**config.mk**
```make
export PLATFORM = sky130hd
export DESIGN_NAME = simple_ser_tx
export DESIGN_NICKNAME = d
export VERILOG_FILES = /design/src/rtl/simple_ser_tx.sv
export SDC_FILE = /design/constraint.sdc
export NUM_CORES = 1
export LEC_CHECK = 0
export BUFFER_PORTS_ARGS = -buffer_cell sky130_fd_sc_hd__buf_2
export CORE_MARGIN = 2
export CORE_UTILIZATION = 30
export DETAILED_ROUTE_END_ITERATION = 7
export SLEW_MARGIN = 10
export SYNTH_ARGS = -nofsm -noshare
export SYNTH_HDL_FRONTEND = slang
export SYNTH_SLANG_ARGS = --single-unit
```
**constraint.sdc**
```tcl
create_clock -name clk -period 1.71 [get_ports clk]
set_clock_uncertainty 0.15 [all_clocks]
set_input_delay 0.2565 -clock clk [delete_from_list [all_inputs] [get_ports clk]]
set_output_delay 0.2565 -clock clk [all_outputs]
set_load 0.02 [all_outputs]
```
**src/rtl/simple_ser_tx.sv**
```systemverilog
// simple_ser_tx: byte-in, async-frame-out serial transmitter (start, LSB-first data, optional even parity, stop)
//
// Parameters:
//   DW   data width in bits (1..16)
//   DIV  clock cycles per serial bit (1..65535)
// Ports:
//   clk     in   clock, rising edge
//   resetn  in   asynchronous active-low reset
//   d_in    in   [DW] parallel data, captured on the acceptance edge (d_vld && d_rdy)
//   d_vld   in   d_in valid
//   d_rdy   out  ready to accept, high only while idle
//   s_out   out  serial line, idles high
//   busy    out  frame in progress
// Build option:
//   SIMPLE_SER_TX_PARITY_EN  adds an even-parity bit between the data bits and the stop bit
module simple_ser_tx #(
    parameter int DW  = 8,
    parameter int DIV = 4
) (
    input  logic          clk,
    input  logic          resetn,
    input  logic [DW-1:0] d_in,
    input  logic          d_vld,
    output logic          d_rdy,
    output logic          s_out,
    output logic          busy
);
    localparam int TW = (DIV > 1) ? $clog2(DIV) : 1;
    localparam int CW = (DW > 1) ? $clog2(DW) : 1;
    localparam logic [TW-1:0] TMAX = TW'(DIV - 1);
    localparam logic [CW-1:0] CMAX = CW'(DW - 1);

    typedef enum logic [2:0] {
        IDLE  = 3'd0,
        START = 3'd1,
        DATA  = 3'd2,
        STOP  = 3'd3
`ifdef SIMPLE_SER_TX_PARITY_EN
        , PAR = 3'd4
`endif
    } state_t;

    state_t        state_q, state_d;
    logic [TW-1:0] timer_q, timer_d;
    logic [CW-1:0] bcnt_q, bcnt_d;
    logic [DW-1:0] shreg_q, shreg_d;
    logic          wrap;
`ifdef SIMPLE_SER_TX_PARITY_EN
    logic          par_q, par_d;
`endif

    // With DIV=1 TMAX is 0 and the timer never leaves 0, so every cycle ends a bit.
    assign wrap = (timer_q == TMAX);

    always_comb begin
        state_d = state_q;
        timer_d = wrap ? '0 : timer_q + TW'(1);
        bcnt_d  = bcnt_q;
        shreg_d = shreg_q;
`ifdef SIMPLE_SER_TX_PARITY_EN
        par_d   = par_q;
`endif
        case (state_q)
            IDLE: begin
                timer_d = '0;
                if (d_vld) begin
                    state_d = START;
                    shreg_d = d_in;
                    bcnt_d  = '0;
`ifdef SIMPLE_SER_TX_PARITY_EN
                    par_d   = ^d_in;
`endif
                end
            end
            START: state_d = wrap ? DATA : START;
            DATA: begin
                if (wrap) begin
                    shreg_d = shreg_q >> 1;
                    bcnt_d  = (bcnt_q == CMAX) ? '0 : bcnt_q + CW'(1);
`ifdef SIMPLE_SER_TX_PARITY_EN
                    state_d = (bcnt_q == CMAX) ? PAR : DATA;
`else
                    state_d = (bcnt_q == CMAX) ? STOP : DATA;
`endif
                end
            end
`ifdef SIMPLE_SER_TX_PARITY_EN
            PAR:  state_d = wrap ? STOP : PAR;
`endif
            STOP: state_d = wrap ? IDLE : STOP;
            default: state_d = IDLE;
        endcase
    end

    always_ff @(posedge clk or negedge resetn) begin
        if (!resetn) begin
            state_q <= IDLE;
            timer_q <= '0;
            bcnt_q  <= '0;
            shreg_q <= '0;
`ifdef SIMPLE_SER_TX_PARITY_EN
            par_q   <= 1'b0;
`endif
        end else begin
            state_q <= state_d;
            timer_q <= timer_d;
            bcnt_q  <= bcnt_d;
            shreg_q <= shreg_d;
`ifdef SIMPLE_SER_TX_PARITY_EN
            par_q   <= par_d;
`endif
        end
    end

    // Outputs decode registered state only, so reset forces the line high at once.
    assign d_rdy = (state_q == IDLE);
    assign busy  = (state_q != IDLE);
`ifdef SIMPLE_SER_TX_PARITY_EN
    assign s_out = (state_q == START) ? 1'b0 :
                   (state_q == DATA)  ? shreg_q[0] :
                   (state_q == PAR)   ? par_q : 1'b1;
`else
    assign s_out = (state_q == START) ? 1'b0 :
                   (state_q == DATA)  ? shreg_q[0] : 1'b1;
`endif
endmodule
```
# Yosys cells after proc, flatten, opt, wreduce, memory -nomap -nowiden
# Index checks and enable logic that the tools add are counted.
# op_classes
n_eq_ne,7
mux,17
addsub,2
reduce_logical,5
# ops
operator,n
$mux W8,2
$pmux W8 S2,1
$mux W3,5
$pmux W3 S4,1
$mux W2,4
$eq A3 B2 Y1 const B,2
$pmux W3 S2,1
$ne A2 B2 Y1 const B,2
$add A3 B1 Y3 const B,1
$eq A3 B1 Y1 const B,1
$eq A3 B3 Y1 const B,1
$logic_not A3 Y1,1
$mux W1,3
$reduce_and A3 Y1,1
$reduce_bool A3 Y1,1
$add A2 B1 Y2 const B,1
$eq A2 B2 Y1 const B,1
$reduce_and A2 Y1,1
$reduce_bool A2 Y1,1
# totals
regBits,16
word_cells,35

# Depth between registers and ports, before layout
# Gate-level depths: netlist (run 1).
# logic_depth
word_depth,4
depth_mapped,5

# Worst setup path before layout (run 1)
# No wires, ideal clock.
# synth_timing
path_type,register to register
startpoint,register state_q[1]
endpoint,register bcnt_q[0]
path_stages_with_launch,6
setup_slack_ps,128
required_time_ps,1435
n_path_buf,2
period_less_slack_ps,1582
arrival_time_ps,1307
path_cell_list,dfrtp_1 clkbuf_8 nand2b_1 a21oi_2 buf_6 mux2_2
# synth_between
elab_chain_len,3
# synth_rtl
item,line_no,source
start: declaration,43,"state_t state_q, state_d;"
start signal: assignment,105,state_q <= state_d;
$eq A3 B2 Y1 or $logic_not A3 Y1 (tied branches),63,case (state_q)
$ne A2 B2 Y1 (no source line) or $reduce_bool A2 Y1 (tied branches),-,
$reduce_and A3 Y1 (no source line),-,
end signal: assignment,107,bcnt_q <= bcnt_d;
end: declaration,45,"logic [CW-1:0] bcnt_q, bcnt_d;"
# Several ways; a longest one is shown, not always the timed one.
# A chain may end at the register's enable or synchronous reset.

# Final worst setup path (run 1)
# layout_timing
startpoint,register state_q[1]
endpoint,output busy
# layout_between
elab_chain_len,1
# layout_rtl
item,line_no,source
$reduce_bool A3 Y1,117,assign busy = (state_q != IDLE);
end: declaration,26,output logic busy
# Every way passes these cells.

==> results.ini, run 1 <==
[timing]
post-route-period-util_pct = 95.8
maxSlewHeadroom_pct = 77.6
max_freq_ghz = 0.611
setup_ws_ns = 0.0723
tightest_slew_ns = 0.336
setup_viol = 0
report.final.slew_viol_count = 0
finalHoldViolations = 0
fin_crit_ns = 1.64
setup_tns_ns = 0

[routing]
drc = 0
drtIter0Drc = 7
viasPerCell = 4.59
firstDrtPassIters = 4
ant_nets = 0
wl_per_cell_um = 12.1
vias = 532
wl_mm = 1.40

[cells_and_area]
finalInstanceArea_sq_um = 1010
n_antenna_cell = 0
drive_above_1_share_pct = 51.8
layout-area-overhead-vs-synth_pct = 20.4
layout.nets = 101

[placed_design]
routabilityCongestion = 0.762
placed_cell_area_sq_um = 950
pre_cts_slack_ns = 0.0890
dpl.hpwl_mm = 1.00
port-buffer-count = 13

[worst_hold_path]
hp-class = primary input to register
min_from = d_in[7]
whs_path_depth = 3
holdPathEnd = shreg_q[7]$_DFFE_PN0P_

[logic_synthesis]
ys_top_cells_by_area = dfrtp_1 (45%), mux2_4 (21%), ha_1 (6.0%)
syn_avg_cell_area_sq_um = 13.1
synthCells = 64
netlist_area_sq_um = 840
yosys.area.top_type = dfrtp_1
ys_ff_latch = 15
syn-num-nets = 79
yosysUniqueCellTypes = 22
ys_warn_count = 0
yosysSeqAreaShare_pct = 44.7
yosysTopAreaCellShare_pct = 44.7

[setup_path]
r2r_end = shreg_q[0]$_DFFE_PN0P_
cp.arrival_ns = 1.23
critical_path_class = register to primary output
reg2reg_from = state_q[1]$_DFFE_PN0P_
path_max_fanout = 8
endpoint_kind = primary output
cp-start-kind = register
critPathRequiredTime_ns = 1.30
rrSetupSlack_ns = 0.12
worst_r2r_path_depth = 4

[grt]
grt_pass1_vias = 567
grt_antenna_before_repair = 0
grt-ovfl-total = 0
grt_pass1_wl_mm = 2.50
grt_max_degree = 16
grt_usage_pct = 10.5

[cts]
h-tree-depth = 1
clock_latency_ns = 0.29
cts_tree = yes
clk_pin_slew_ns = 0.09
numCtsBuffers = 3
cts_buffer_depth = 2
numClockSinks = 15
cts-root-buf = clkbuf_4

[floorplan]
initial_core_util_pct = 31.0
coreArea_sq_um = 2710
rows = 19
die_height_um = 56.9
die_w_um = 56.9
io_pins = 14
dieArea_sq_um = 3240

[pwr]
p_int_w = 0.00108
finalPower_w = 0.00163
pwr-share-seq_pct = 38.6
vdd_drop_max_mv = 0.742
power_density_nw_per_um2 = 1610
pwr-share-comb_pct = 48.6
leakagePower_nw = 0.505
switching_share_pct = 34.0
switchingPower_w = 0.000555
pwr-share-clk_pct = 12.8

[run]
max_cap_viol_count = 0

[status]
status = complete, no violations

[state kept, by name (all words and copies together) (netlist names)]
| register | count |
|---|---|
| timer_q | 2 |
| state_q | 2 |
| bcnt_q | 3 |
| shreg_q | 8 |
[per-stage QoR]
stage	std cells	util, %	hold slack, ns
final	116	37.3	0.0468
after global routing	116	37.3	0.0412
after CTS	116	37.1	0.0378
after detailed placement	109	35.0	0.0373
after global placement	109	35.0	0.0290
after floorplan	64	-	-0.189
[power groups by stage]
| stage | Combinational, W | Clock, W | Sequential (W) |
|---|---|---|---|
| global placement | 0.000741 | 0 | 0.000620 |
| CTS | 0.000792 | 0.000226 | 0.000631 |
| global route | 0.000872 | 0.000239 | 0.000652 |
| finish | 0.000793 | 0.000208 | 0.000630 |
| detailed placement | 0.000754 | 0 | 0.000635 |
| floorplan | 0.000633 | 0 | 0.000594 |
[routing by layer]
metal  track usage [%]  wire length [um]
met5                 0                 0
met4              6.98                48
met1              11.9               608
met2              16.6               692
met3              3.69                52
[cell families after synthesis]
group / count (synthesis) / synth area share [%]
multiplexers: 17 / 28.0
flip-flops: 15 / 44.7
AND/OR/NAND/NOR: 14 / 10.3
buffers and inverters: 8 / 6.56
AO/OA/AOI/OAI: 5 / 3.43
adder cells (fa/ha/maj): 4 / 5.96
XOR/XNOR: 1 / 1.04
[cell usage after synthesis, drive strengths merged]
cell type,instances
and3b,1
nand2,3
nor2,2
clkbuf,1
nand3,1
mux2,16
nor3,2
nand2b,2
o21ai,2
xnor2,1
dfrtp,15
nor3b,1
inv,5
nor2b,1
buf,2
a21oi,3
mux2i,1
nand4b,1
ha,4
[how the worst max path moves through the flow]
stage	from	to	slack, ns
floorplan	state_q[1]$_DFFE_PN0P_	bcnt_q[0]$_DFFE_PN0P_	0.13
global placement	state_q[1]$_DFFE_PN0P_	bcnt_q[1]$_DFFE_PN0P_	0.14
detailed placement	state_q[1]$_DFFE_PN0P_	shreg_q[3]$_DFFE_PN0P_	0.09
CTS	state_q[1]$_DFFE_PN0P_	busy	0.01
global route	state_q[1]$_DFFE_PN0P_	busy	-0.004
finish	state_q[1]$_DFFE_PN0P_	busy	0.07
[area by class of cell]
class / count / area (sq um)
fillers: 283 / 1700
multi-input cells: 41 / 417
flip-flops and latches: 15 / 377
repair buffers: 20 / 133
well taps: 31 / 38.8
clock buffers: 3 / 22.5
inverters: 5 / 18.8
clock inverters: 1 / 5.00
[worst max-delay path: stages, from the launching register on]
cell	delay (ns)
dfrtp_2	0.48
buf_4	0.17
nor2_4	0.10
inv_1	0.04
buf_2	0.15
[cells in the final DEF, fill, tap and decap left out, types with 2 or more instances in the layout]
cell type,n
buf_4,5
nor3_1,2
nand2_1,3
o21ai_0,2
inv_1,5
ha_1,4
a21oi_1,2
clkbuf_4,3
dfrtp_1,14
mux2_2,4
mux2_4,12
buf_2,13
[repair_timing]
action,4_1_cts,5_1_grt
resized for setup,2,1
endpoints found under the setup margin,3,2
endpoints found under the hold margin,15,0
gates cloned,0,0
setup buffers,2,0
hold buffers,1,0
Note: power is estimated with default switching activity, not from simulation.
==> run 2: changes to the inputs <==
CORE_UTILIZATION = 47   (was 30)
PLACE_DENSITY = 0.68   (was default)
==> results.ini, run 2 (same netlist as run 1, synthesis figures left out) <==
[status]
status = complete, no violations  ; unchanged

[setup_path]
rrSetupSlack_ns = 0.11  ; was 0.12 ns
crit_buf_inv = 3  ; unchanged
cp.arrival_ns = 1.20  ; was 1.23 ns
cp-start-kind = register  ; unchanged
cpLargestDelayFamily = flip-flops  ; unchanged
critPathRequiredTime_ns = 1.30  ; about the same
endpoint_kind = primary output  ; unchanged
critical_path.max_stage_delay_ns = 0.46  ; was 0.48 ns
worstPathCellList = buf_4, nor2_4, inv_1, buf_2  ; unchanged
cp_num_cells = 4  ; unchanged
critical_path_class = register to primary output  ; unchanged
cp_slowest_cell = dfrtp_2  ; unchanged
reg2reg_from = timer_q[0]$_DFF_PN0_  ; was state_q[1]$_DFFE_PN0P_
worst_r2r_path_depth = 5  ; was 4
r2r_end = bcnt_q[0]$_DFFE_PN0P_  ; was shreg_q[0]$_DFFE_PN0P_
path_max_fanout = 6  ; was 8

[worst_hold_path]
whs_path_depth = 3  ; unchanged
holdPathEnd = shreg_q[7]$_DFFE_PN0P_  ; unchanged
min_from = d_in[7]  ; unchanged
hp-class = primary input to register  ; unchanged

[pwr]
leakagePower_nw = 0.502  ; was 0.505 nW
pwr-share-clk_pct = 12.4  ; was 12.8%
vdd_drop_max_mv = 0.839  ; was 0.742 mV
pwr-share-seq_pct = 38.2  ; was 38.6%
switching_share_pct = 34.2  ; was 34.0%
pwr-share-comb_pct = 49.4  ; was 48.6%
power_density_nw_per_um2 = 1640  ; was 1610 nW/um^2
switchingPower_w = 0.000561  ; was 0.000555 W
p_int_w = 0.00108  ; about the same

[placed_design]
dpl.hpwl_mm = 1.06  ; was 1.00 mm
port-buffer-count = 13  ; unchanged
routabilityCongestion = 0.702  ; was 0.762
placed_cell_area_sq_um = 942  ; was 950 sq um
place_inst = 103  ; was 109

[routing]
ant_nets = 0  ; unchanged
firstDrtPassIters = 3  ; was 4
wl_per_cell_um = 13.3  ; was 12.1 um
viasPerCell = 4.75  ; was 4.59
vias = 522  ; was 532
wl_mm = 1.46  ; was 1.40 mm
drc = 0  ; unchanged
drtIter0Drc = 4  ; was 7

[cts]
clock_latency_ns = 0.28  ; was 0.29 ns
h-tree-depth = 1  ; unchanged
clk_pin_slew_ns = 0.09  ; about the same
cts_tree = yes  ; unchanged
numClockSinks = 15  ; unchanged
cts-root-buf = clkbuf_4  ; unchanged
cts_buffer_depth = 2  ; unchanged
numCtsBuffers = 3  ; unchanged

[cells_and_area]
final_common_cell = dfrtp_1  ; unchanged
fillerInstances = 146  ; was 283
top_register = shreg_q  ; unchanged
finalInstanceArea_sq_um = 1000  ; was 1010 sq um
largest_register_ffs = 8  ; unchanged
n_antenna_cell = 0  ; unchanged
final_cells = 110  ; was 116
reg_top3 = shreg_q x8, bcnt_q x3  ; unchanged
final_cell_mix = dfrtp_1 (14), buf_2 (13), mux2_4 (12)  ; unchanged
layout-area-overhead-vs-synth_pct = 19.4  ; was 20.4%
drive_above_1_share_pct = 50.6  ; was 51.8%
layout.nets = 101  ; unchanged

[grt]
grt_antenna_before_repair = 0  ; unchanged
grt_pass1_vias = 523  ; was 567
grt_usage_pct = 16.3  ; was 10.5%
grt_pass1_wl_mm = 2.34  ; was 2.50 mm
grt_max_degree = 16  ; unchanged
grt-ovfl-total = 0  ; unchanged

[floorplan]
die_height_um = 46.3  ; was 56.9 um
coreArea_sq_um = 1710  ; was 2710 sq um
dieArea_sq_um = 2140  ; was 3240 sq um
io_pins = 14  ; unchanged
die_w_um = 46.3  ; was 56.9 um
initial_core_util_pct = 49.2  ; was 31.0%
rows = 15  ; was 19

[timing]
report.final.slew_viol_count = 0  ; unchanged
rsz0062_at_grt = false
maxSlewHeadroom_pct = 77.7  ; was 77.6%
setup_viol = 0  ; unchanged
setup_tns_ns = 0  ; unchanged
tightest_slew_ns = 0.334  ; was 0.336 ns
max_freq_ghz = 0.621  ; was 0.611 GHz
post-route-period-util_pct = 94.1  ; was 95.8%
fin_crit_ns = 1.61  ; was 1.64 ns
finalHoldViolations = 0  ; unchanged

[run]
max_cap_viol_count = 0  ; unchanged

[run 2: cell count changes in the layout (fill, tap and decap cells not counted)]
cell      previous run  this run
clkbuf_1             0         1
clkinv_2             1         0
[run 2: cell type report]
type                            instances  area [sq um]  area share [%]
Multi-Input combinational cell         41           417            41.6
Clock buffer                            4          26.3            2.62
Tap cell                               25          31.3            3.12
Timing Repair Buffer                   20           133            13.2
Sequential cell                        15           377            37.6
Inverter                                5          18.8            1.87
[run 2: routing by layer]
metal / up-vias / routed length (um) / GRT usage, %
li1: 258 / - / -
met1: 253 / 656 / 16.9
met2: 9 / 742 / 30.0
met3: 2 / 42 / 4.71
met4: 0 / 19 / 6.86
met5: - / 0 / 0
[run 2: tightest hold or removal path, delay by kind of cell]
| family | cells | cell delay [ns] |
|---|---|---|
| buf+inv | 1 | 0.09 |
| mux | 1 | 0.06 |
| simple gates | 1 | 0.05 |
[run 2: worst max-delay path by stage]
stage                                       from                    end  slack (ns)
after detailed placement    timer_q[0]$_DFF_PN0_  bcnt_q[1]$_DFFE_PN0P_        0.11
after floorplan           state_q[1]$_DFFE_PN0P_  bcnt_q[0]$_DFFE_PN0P_        0.13
final                     state_q[1]$_DFFE_PN0P_                   busy        0.10
after global routing        timer_q[0]$_DFF_PN0_  bcnt_q[1]$_DFFE_PN0P_        0.03
after CTS                 state_q[1]$_DFFE_PN0P_                  s_out        0.04
after global placement    state_q[1]$_DFFE_PN0P_  bcnt_q[1]$_DFFE_PN0P_        0.13
[run 2: metrics by stage]
step                worst slack, ns  hold slack, ns  total power, W  util [%]
floorplan                     0.128          -0.189         0.00123         -
global placement              0.134          0.0285         0.00136      55.2
detailed placement            0.115          0.0276         0.00140      55.2
CTS                          0.0366          0.0689         0.00162      57.5
global route                 0.0343          0.0594         0.00175      58.7
finish                        0.101          0.0623         0.00164      58.7
[run 2: power groups by stage]
stage / clock, W / combinational, W / sequential, W
after global placement: 0 / 0.000743 / 0.000620
after floorplan: 0 / 0.000633 / 0.000594
after global routing: 0.000228 / 0.000877 / 0.000649
final: 0.000203 / 0.000811 / 0.000628
after CTS: 0.000210 / 0.000780 / 0.000628
after detailed placement: 0 / 0.000770 / 0.000633
[run 2: repair_timing]
action	CTS	global route
gates resized for setup	2	1
pin swaps	0	0
buffers inserted	0	2
hold buffers	1	0
endpoints found under the setup margin	2	2
endpoints found under the hold margin	15	0
